## src/rtl/sap_control_sequencer.sv

```systemverilog
// Control sequencer for the 8-bit bus computer: a 5-step T-counter whose
// outputs are a combinational decode of step, opcode and flags, gated by step_en, halt and reset.
module sap_control_sequencer #(
  parameter int         STEP_W     = 3,
  parameter logic [3:0] HLT_OPCODE = 4'hF
) (
  input  logic       clk,
  input  logic       rst,
  input  logic       step_en,
  input  logic [3:0] opcode,
  input  logic       flag_c,
  input  logic       flag_z,
  output logic [7:0] n_load,
  output logic [4:0] bus_oe,
  output logic       pc_inc,
  output logic       alu_sub,
  output logic       halted
);

  typedef enum logic [STEP_W-1:0] {
    T1 = STEP_W'(0),
    T2 = STEP_W'(1),
    T3 = STEP_W'(2),
    T4 = STEP_W'(3),
    T5 = STEP_W'(4)
  } step_e;

  localparam int LD_MAR = 0, LD_IR = 1, LD_A = 2, LD_B = 3;
  localparam int LD_OUT = 4, LD_RAM = 5, LD_FLG = 6, LD_PC = 7;
  localparam int OE_PC = 0, OE_RAM = 1, OE_IRL = 2, OE_A = 3, OE_ALU = 4;

  step_e      step_q, step_d;
  logic       halted_q, halted_d;
  logic [7:0] ld_vec;
  logic [4:0] oe_vec;
  logic       inc;
  logic       sub;
  logic       active;

  always_ff @(posedge clk or posedge rst) begin
    if (rst) begin
      step_q   <= T1;
      halted_q <= 1'b0;
    end else begin
      step_q   <= step_d;
      halted_q <= halted_d;
    end
  end

  // rst is in the gate so outputs drop the instant reset rises, not at the next edge.
  assign active = step_en & ~halted_q & ~rst;

  always_comb begin
    ld_vec   = '0;
    oe_vec   = '0;
    inc      = 1'b0;
    sub      = 1'b0;
    step_d   = T1;
    halted_d = halted_q;
    case (step_q)
      T1: begin
        oe_vec[OE_PC]  = 1'b1;
        ld_vec[LD_MAR] = 1'b1;
        step_d         = T2;
      end
      T2: begin
        oe_vec[OE_RAM] = 1'b1;
        ld_vec[LD_IR]  = 1'b1;
        inc            = 1'b1;
        step_d         = T3;
      end
      T3: begin
        if (opcode == HLT_OPCODE) begin
          halted_d = 1'b1;
        end else begin
          case (opcode)
            4'h0, 4'h1, 4'h2, 4'h4: begin
              oe_vec[OE_IRL] = 1'b1;
              ld_vec[LD_MAR] = 1'b1;
              step_d         = T4;
            end
            4'h5: begin
              oe_vec[OE_IRL] = 1'b1;
              ld_vec[LD_A]   = 1'b1;
            end
            4'h6: begin
              oe_vec[OE_IRL] = 1'b1;
              ld_vec[LD_PC]  = 1'b1;
            end
            4'h7: begin
              oe_vec[OE_IRL] = 1'b1;
              ld_vec[LD_PC]  = flag_c;
            end
            4'h8: begin
              oe_vec[OE_IRL] = 1'b1;
              ld_vec[LD_PC]  = flag_z;
            end
            4'hE: begin
              oe_vec[OE_A]   = 1'b1;
              ld_vec[LD_OUT] = 1'b1;
            end
            default: ;
          endcase
        end
      end
      T4: begin
        case (opcode)
          4'h0: begin
            oe_vec[OE_RAM] = 1'b1;
            ld_vec[LD_A]   = 1'b1;
          end
          4'h1, 4'h2: begin
            oe_vec[OE_RAM] = 1'b1;
            ld_vec[LD_B]   = 1'b1;
            step_d         = T5;
          end
          4'h4: begin
            oe_vec[OE_A]   = 1'b1;
            ld_vec[LD_RAM] = 1'b1;
          end
          default: ;
        endcase
      end
      T5: begin
        if (opcode == 4'h1 || opcode == 4'h2) begin
          oe_vec[OE_ALU] = 1'b1;
          ld_vec[LD_A]   = 1'b1;
          ld_vec[LD_FLG] = 1'b1;
          sub            = (opcode == 4'h2);
        end
      end
      default: ;
    endcase

    if (!active) begin
      step_d   = step_q;
      halted_d = halted_q;
    end
  end

  assign n_load  = active ? ~ld_vec : 8'hFF;
  assign bus_oe  = active ? oe_vec : 5'h00;
  assign pc_inc  = active & inc;
  assign alu_sub = active & sub;
  assign halted  = halted_q;

endmodule

```

## config.mk

```make
export PLATFORM = sky130hd
export DESIGN_NAME = sap_control_sequencer
export DESIGN_NICKNAME = d
export VERILOG_FILES = /design/src/rtl/sap_control_sequencer.sv
export SDC_FILE = /design/constraint.sdc
export NUM_CORES = 1
export LEC_CHECK = 0
export ABC_AREA = 1
export BUFFER_PORTS_ARGS = -buffer_cell sky130_fd_sc_hd__buf_2
export CELL_PAD_IN_SITES_DETAIL_PLACEMENT = 0
export CELL_PAD_IN_SITES_GLOBAL_PLACEMENT = 2
export CORE_MARGIN = 1
export CORE_UTILIZATION = 18
export DETAILED_ROUTE_END_ITERATION = 16
export PLACE_DENSITY = 0.73
export SYNTH_ARGS = -nofsm -noshare
export SYNTH_HDL_FRONTEND = slang
export SYNTH_SLANG_ARGS = --single-unit
```

## constraint.sdc

```tcl
create_clock -name clk -period 0.9 [get_ports clk]
set_input_delay 0 -clock clk [delete_from_list [all_inputs] [get_ports clk]]
set_output_delay 0 -clock clk [all_outputs]
set_load 0.01 [all_outputs]
```

### Yosys cells after proc, flatten, opt, wreduce, memory -nomap -nowiden

Cells that the tools add are included.

| storage, ports and cells | value |
|---|---|
| flip-flop bits (word level) | 4 |
| word-level logic and storage cells | 65 |

| operators by class | value |
|---|---|
| eq/ne operators | 13 |
| muxes and demuxes | 35 |
| bitwise gates (word level) | 7 |
| reduce and logical (&&, ||, !) cells | 8 |

Operators by type and width:

| cell | count |
|---|---|
| 2-to-1 mux 1 bit | 23 |
| == test 4 x 3 -> 1 bit (second input constant) | 4 |
| == test 4 bit (second input constant) | 3 |
| case mux 3 bit (4 select lines) | 1 |
| 2-to-1 mux 8 bit | 1 |
| inverter 8 bit | 1 |
| OR reduction 8 bit | 1 |
| == test 3 x 2 -> 1 bit (second input constant) | 2 |
| 2-to-1 mux 2 bit | 3 |
| case mux 1 bit (2 select lines) | 3 |
| case mux 1 bit (3 select lines) | 2 |
| 2-to-1 mux 5 bit | 1 |
| AND 1 bit | 4 |
| == test 4 x 1 -> 1 bit (second input constant) | 1 |
| == test 4 x 2 -> 1 bit (second input constant) | 1 |
| zero test 4 bit | 1 |
| OR reduction 4 bit | 1 |
| == test 3 x 1 -> 1 bit (second input constant) | 1 |
| == test 3 bit (second input constant) | 1 |
| zero test 3 bit | 1 |
| 2-to-1 mux 3 bit | 1 |
| AND reduction 3 bit | 1 |
| OR reduction 3 bit | 1 |
| inverter 1 bit | 2 |
| other kinds (2) | 2 |

### Depth between registers and ports, before layout

Gate-level depths: netlist of the first run.

| depth | value |
|---|---|
| depth after elaboration | 7 |
| gate-level depth with buffers | 7 |

### Worst setup path after synthesis of the first run

No wires, ideal clock.

| path | value |
|---|---|
| path kind | register to output |
| start | register halted_q, in the netlist halted |
| end | output bus_oe[3] |
| path slack | -0.179 ns |
| data required time | 0.900 ns |
| cell stages (with the launch flop) | 7 |
| arrival | 1.079 ns |
| cell sequence | dfrtp_1 > inv_2 > nand3_2 > inv_2 > nand2_2 > or2_4 > nand2_2 |

| between the ends | value |
|---|---|
| cells in the longest elaborated chain, start to end | 4 |

RTL lines:

| item | line | source |
|---|---|---|
| start: declaration | 33 | `logic halted_q, halted_d;` |
| start signal: assignment | 46 | `halted_q <= halted_d;` |
| inverter 1 bit | 51 | `assign active = step_en & ~halted_q & ~rst;` |
| AND 1 bit (2 in a row) | 51 |  |
| 2-to-1 mux 5 bit | 142 | `assign bus_oe = active ? oe_vec : 5'h00;` |
| end: declaration | 14 | `output logic [4:0] bus_oe,` |

No other way between the ends.

### Worst setup path after layout of the first run

| path | value |
|---|---|
| start | register step_q[2] |
| end | output n_load[6] |

| between the ends | value |
|---|---|
| cells in the longest elaborated chain, start to end | 4 |

RTL lines:

| item | line | source |
|---|---|---|
| start: declaration | 32 | `step_e step_q, step_d;` |
| start signal: assignment | 45 | `step_q <= step_d;` |
| == test 3 bit | 60 | `case (step_q)` |
| 2-to-1 mux 1 bit | 60 |  |
| inverter 8 bit | 141 | `assign n_load = active ? ~ld_vec : 8'hFF;` |
| 2-to-1 mux 8 bit | 141 |  |
| end: declaration | 13 | `output logic [7:0] n_load,` |

No other way between the ends.

==> summary.txt, run 1 <==
Detailed routing
  • Vias/cell: 4.36
  • Via count: 698
  • Total wire length: 1700 um
  • First-pass DRT Iterations: 4
  • DR WL/cell: 10.6 um
  • Drt drc: 0
  • Drt initial violations: 6
  • Remaining antenna violation count after routing: 0

Power
  • VDD IR max: 0.000465 V
  • Pwr Density: 502 nW/um^2
  • Static leakage: 0.000524 uW
  • Total power draw: 517 uW

Setup path
  • FF-to-FF End: step_q[2]$_DFFE_PP0P_
  • Critical path class: reg2out
  • Worst r2r path cells: 7
  • CP Launch Point: step_q[2]$_DFFE_PP0P_
  • CP endpoint kind: primary output
  • Worst Path Arrival: 1.42 ns
  • Crit path max fanout: 4
  • Reg2Reg Launch Point: step_q[2]$_DFFE_PP0P_
  • Reg2Reg Setup Slack: -0.30 ns
  • Critical Path Source Type: flop
  • CP Data Required Time: 0.90 ns
  • Setup crit end: n_load[6]

Synth
  • XOR/XNOR Fraction of Synth Area: 0
  • Post-synth top area share: 0.212
  • Main combinational cell family by area after synthesis: simple AND/OR/NAND/NOR gates
  • Seq/Total Area, Yosys: 0.212
  • Adder-Cell Fraction of Synth Area: 0
  • Synth unique cells: 17
  • Mux contribution to synthesized area: 0
  • Post-Synth Simple-Gate Area: 0.610
  • Synth top area cells: dfrtp_1 (21%), nand2_1 (15%), nand3_1 (11%), nor2_4 (7.2%), inv_1 (6.4%)
  • Compound-gate portion of the synthesized area: 0.0424
  • Synthesized area: 472 um^2
  • Dominant cell type by area after synthesis: dfrtp_1
  • Cells after synthesis: 77
  • Ys Warns: 0
  • Syn avg cell area: 6.13 um^2
  • FF+latch count, synth: 4
  • Synthesized net count: 86

Clock network
  • Reg clk slew, reported paths: 0.04 ns
  • Clk_lat worst skew: 0.24 ns
  • H-tree level count: 1
  • TritonCTS clock tree: done
  • CTS root buffer: clkbuf_4
  • Cts bufs inserted: 3
  • Num Clock Sinks: 4
  • Longest Clk Path Bufs: 2

Timing
  • Max-slew violations: 0
  • RSZ-0062 raised after global routing: yes
  • Worst setup margin: -0.521 ns
  • Max Fclk: 704 MHz
  • Final Hold Viols: 0
  • Setup Skew: 0.00246 ns
  • # setup viols final: 19
  • Tcrit/Tclk final: 1.58
  • Worst slew margin relative to its limit: 0.865
  • Slew @ Worst Pin: 0.202 ns
  • Min Tclk post-route: 1.42 ns

Status
  • Status: finished with violations
  • Violated checks: setup timing

Global routing
  • Number of global-route vias before repair: 616
  • Initial antenna violation count: 0
  • Largest net degree at the start of global routing: 8
  • First-pass GRT wire length: 2620 um
  • Total GRT Usage: 0.130
  • GRT overflow: 0

Die
  • Die Span Y: 53.2 um
  • Cell row count: 18
  • Die area: 2830 um^2
  • I/O pins: 25
  • Die width: 53.2 um
  • Core area: 2480 um^2
  • Starting Density: 0.190

Place
  • Placement Setup Slack: -0.256 ns
  • GP Congestion: 0.770
  • Port-buffer cells: 24
  • HPWL Detailed: 1200 um

Cells and area
  • # diodes: 0
  • Share of cells above drive strength 1: 0.692
  • Post-layout util: 0.416
  • Area grow syn2layout: 118%
  • Number of fill cells: 265
  • Final net count: 141

Min path
  • Worst hold path class: in2reg

Flow run
  • Max_cap viols: 0
state kept, by name, indices dropped and copies added, names as in the netlist:
name	count
halted	1
step_q	3
Yosys cell counts (all sizes together):
| library cell | n |
|---|---|
| nor3b | 1 |
| and2 | 2 |
| o21ai | 4 |
| buf | 1 |
| nand3 | 12 |
| nand2 | 22 |
| nand4 | 3 |
| or2 | 1 |
| inv | 14 |
| nor3 | 1 |
| dfrtp | 4 |
| nor2 | 12 |
routing by layer:
metal  up-vias  global-route usage  share of wire
li1        350                   -              -
met1       323               0.151           0.45
met2        23               0.228           0.50
met3         2              0.0287          0.050
met4         0              0.0526         0.0053
met5         -                   0              0
cell usage in the layout (no fill, tap or decap):
cell           netlist  routed
buf_4                0      23
nand2_1             19      15
buf_2                0      14
buf_6                1      13
nand2_2              3       7
inv_1                8       7
inv_2                6       6
nor2_4               3       5
nand3_2              2       5
nand3_1             10       4
nor2_1               6       4
nand3_4              0       3
nor2_2               3       3
nand4_1              3       3
clkbuf_4             0       3
o21ai_0              4       2
dfrtp_1              4       2
dfrtp_2              0       2
inv_8                0       1
o21ai_1              0       1
nor3b_2              0       1
or2_4                1       1
nor3_4               0       1
and2_1               2       1
and2_4               0       1
o21ai_2              0       1
dlygate4sd3_1        0       1
per-stage QoR:
| step | area, um^2 | TNS, ns | cells | hold WS (ns) |
|---|---|---|---|---|
| 2_1_floorplan | 489 | -0.615 | 77 | -0.239 |
| 3_3_place_gp | 696 | -2.86 | 138 | -0.00699 |
| 3_5_place_dp | 696 | -2.86 | 138 | -0.00655 |
| 4_1_cts | 868 | -7.48 | 150 | 0.140 |
| 5_1_grt | 1030 | -9.18 | 160 | 0.168 |
| 6_report | 1030 | -7.67 | 160 | 0.150 |
where the power goes:
| part | switching [uW] | total [uW] | internal (uW) |
|---|---|---|---|
| clock network | 82.7 | 233 | 150 |
| logic | 65.8 | 104 | 38.4 |
| registers | 0 | 181 | 181 |
| total | 149 | 517 | 369 |
logic make-up (layout without fill, tap and decap cells):
kind of cell           Yosys count  count (layout)
AO/OA/AOI/OAI                    4               4
flip-flops                       4               4
buffers and inverters           15              68
AND/OR/NAND/NOR                 54              54
repair_timing:
action / 4_1_cts / 5_1_grt
setup endpoints to repair: 19 / 19
hold endpoints to repair: 4 / 0
buffers inserted: 8 / 10
gates resized for setup: 19 / 18
pin swaps: 6 / 9
hold buffers: 1 / 0
worst max-delay path, cell delays in order, from the launching register on:
cell     delay, ns
dfrtp_1       0.36
inv_2         0.07
buf_4         0.14
nor3_4        0.23
nand2_2       0.10
nor2_4        0.14
inv_2         0.04
buf_6         0.11
area by class of cell:
class,count,area [um^2],area share
well taps,30,37.5,0.0365
flip-flops and latches,4,103,0.0996
multi-input cells,58,408,0.396
repair buffers,51,399,0.388
clock buffers,3,22.5,0.0219
inverters,14,60.1,0.0583
how the worst min path moves through the flow:
stage,start,to,slack (ns),depth (start not counted)
floorplan,rst,halted$_DFFE_PP0P_,-0.24,1
global placement,rst,step_q[2]$_DFFE_PP0P_,-0.007,3
detailed placement,rst,step_q[2]$_DFFE_PP0P_,-0.007,3
CTS,opcode[0],halted$_DFFE_PP0P_,0.14,3
global route,opcode[0],halted$_DFFE_PP0P_,0.17,3
finish,opcode[0],halted$_DFFE_PP0P_,0.15,3
(Power assumes the default switching activity.)
==> run 2, diff against run 1 <==
--- a/config.mk
+++ b/config.mk
@@ -9,7 +9,7 @@
 export BUFFER_PORTS_ARGS = -buffer_cell sky130_fd_sc_hd__buf_2
 export CELL_PAD_IN_SITES_DETAIL_PLACEMENT = 0
 export CELL_PAD_IN_SITES_GLOBAL_PLACEMENT = 2
-export CORE_MARGIN = 1
+export CORE_MARGIN = 2
 export CORE_UTILIZATION = 18
 export DETAILED_ROUTE_END_ITERATION = 16
 export PLACE_DENSITY = 0.73
==> summary.txt, run 2 (synthesis gave the netlist of run 1 again) <==
Clock network
  • TritonCTS clock tree: done
  • CTS root buffer: clkbuf_4
  • Clk_lat worst skew: 0.24 ns
  • Longest Clk Path Bufs: 2
  • H-tree level count: 1
  • Num Clock Sinks: 4
  • Reg clk slew, reported paths: 0.05 ns
  • Cts bufs inserted: 3

Setup path
  • CP endpoint kind: primary output
  • Worst Path Arrival: 1.40 ns
  • Biggest cell delay along the critical path: 0.39 ns
  • Crit-path slowest cell: dfrtp_1
  • Reg2Reg Setup Slack: -0.19 ns
  • WP depth: 7
  • CP Launch Point: step_q[2]$_DFFE_PP0P_
  • Critical path class: reg2out
  • Worst r2r path cells: 6
  • Cell family with most CP delay: simple AND/OR/NAND/NOR gates
  • CP Buf/Inv Count: 2
  • Crit path max fanout: 4
  • FF-to-FF End: halted$_DFFE_PP0P_
  • Reg2Reg Launch Point: step_q[2]$_DFFE_PP0P_
  • Most used cell, CP: nand2_2
  • CP Data Required Time: 0.90 ns
  • Setup crit end: bus_oe[3]
  • Critical Path Source Type: flop
  • Crit path cell chain: inv_2 > nand2_2 > nor2_4 > nand2_2 > or2_4 > nand2_2 > buf_6

Cells and area
  • Post-layout util: 0.370
  • Share of cells above drive strength 1: 0.659
  • Max FFs per register: 3
  • # diodes: 0
  • Final net count: 134
  • Commonest cells after routing, fill and taps aside: buf_2 (20), buf_4 (17), nand2_1 (16)
  • Most common cell after layout, fill and taps aside: buf_2
  • Layout Cell Area excl Fill: 917 um^2
  • Finished Layout Cells: 153
  • Biggest register: step_q
  • Area grow syn2layout: 94.4%

Detailed routing
  • Via count: 644
  • Total wire length: 1660 um
  • DR WL/cell: 10.8 um
  • Vias/cell: 4.21
  • Drt drc: 0
  • First-pass DRT Iterations: 4
  • Remaining antenna violation count after routing: 0
  • Drt initial violations: 7

Global routing
  • Total GRT Usage: 0.116
  • GRT overflow: 0
  • First-pass GRT wire length: 2550 um
  • Initial antenna violation count: 0
  • Number of global-route vias before repair: 583
  • Largest net degree at the start of global routing: 8

Timing
  • Worst slew margin relative to its limit: 0.846
  • Max-slew violations: 0
  • Final Hold Viols: 0
  • # setup viols final: 19
  • Slew @ Worst Pin: 0.231 ns
  • RSZ-0062 raised after global routing: yes
  • Setup Skew: 0.0102 ns
  • Worst setup margin: -0.501 ns
  • Min Tclk post-route: 1.40 ns
  • Max Fclk: 714 MHz
  • Tcrit/Tclk final: 1.56

Place
  • Placed Cells: 138
  • DP Area: 696 um^2
  • Port-buffer cells: 24
  • HPWL Detailed: 1210 um
  • GP Congestion: 0.777

Status
  • Violated checks: setup timing
  • Status: finished with violations

Flow run
  • Max_cap viols: 0

Die
  • Die width: 55.2 um
  • I/O pins: 25
  • Cell row count: 18
  • Die Span Y: 55.2 um
  • Die area: 3050 um^2
  • Core area: 2480 um^2
  • Starting Density: 0.190

Min path
  • Worst hold path class: in2reg

Power
  • Static leakage: 0.000477 uW
  • Pwr Density: 563 nW/um^2
  • VDD IR max: 0.000621 V
-- run 2: what timing repair did --
item / in CTS / in global routing
gates resized for setup: 13 / 12
setup buffers: 6 / 5
hold buffers: 1 / 0
endpoints found under the setup margin: 19 / 19
hold endpoints to repair: 4 / 0
pin swaps: 8 / 6
cloned: 0 / 0
-- run 2: tightest hold or removal path, delay by kind of cell --
kind / cells / cell delay, ns
compound gates: 1 / 0.08
buf+inv: 1 / 0.14
simple gates: 1 / 0.12
-- run 2: metrics by stage --
step | TNS, ns | power [uW] | setup slack, ns | hold slack, ns
after floorplan | -0.615 | 236 | -0.136 | -0.239
after global placement | -2.81 | 279 | -0.259 | -0.00539
after detailed placement | -2.76 | 278 | -0.256 | -0.00945
after CTS | -6.98 | 518 | -0.511 | 0.159
after global routing | -8.41 | 542 | -0.570 | 0.189
final | -6.89 | 517 | -0.501 | 0.154
-- run 2: how the worst min path moves through the flow --
stage / slack, ns / end / start / cells after the start
6_report: 0.15 / halted$_DFFE_PP0P_ / opcode[0] / 3
5_1_grt: 0.19 / halted$_DFFE_PP0P_ / opcode[0] / 3
4_1_cts: 0.16 / halted$_DFFE_PP0P_ / opcode[0] / 3
3_5_place_dp: -0.009 / step_q[2]$_DFFE_PP0P_ / rst / 3
3_3_place_gp: -0.005 / step_q[2]$_DFFE_PP0P_ / rst / 3
2_1_floorplan: -0.24 / halted$_DFFE_PP0P_ / rst / 1
-- run 2: layout make-up --
class / count / area (um^2)
fillers: 290 / 1560
multi-input cells: 58 / 392
repair buffers: 44 / 305
flip-flops and latches: 4 / 103
inverters: 14 / 57.6
well taps: 30 / 37.5
clock buffers: 3 / 22.5
-- run 2: layer usage --
layer	global-route usage	up-vias	wire length [um]	share of wire
li1	-	340	-	-
met1	0.153	284	765	0.46
met2	0.202	20	792	0.48
met3	0.0296	0	100	0.060
met4	0	0	0	0
met5	0	-	0	0
-- run 2: where the power goes --
group          leakage, uW  switching, uW  internal, uW  total [uW]
combinational     0.000421           64.1          38.2         102
clock            0.0000138           83.9           150         234
sequential       0.0000421              0           181         181
total             0.000477            148           369         517
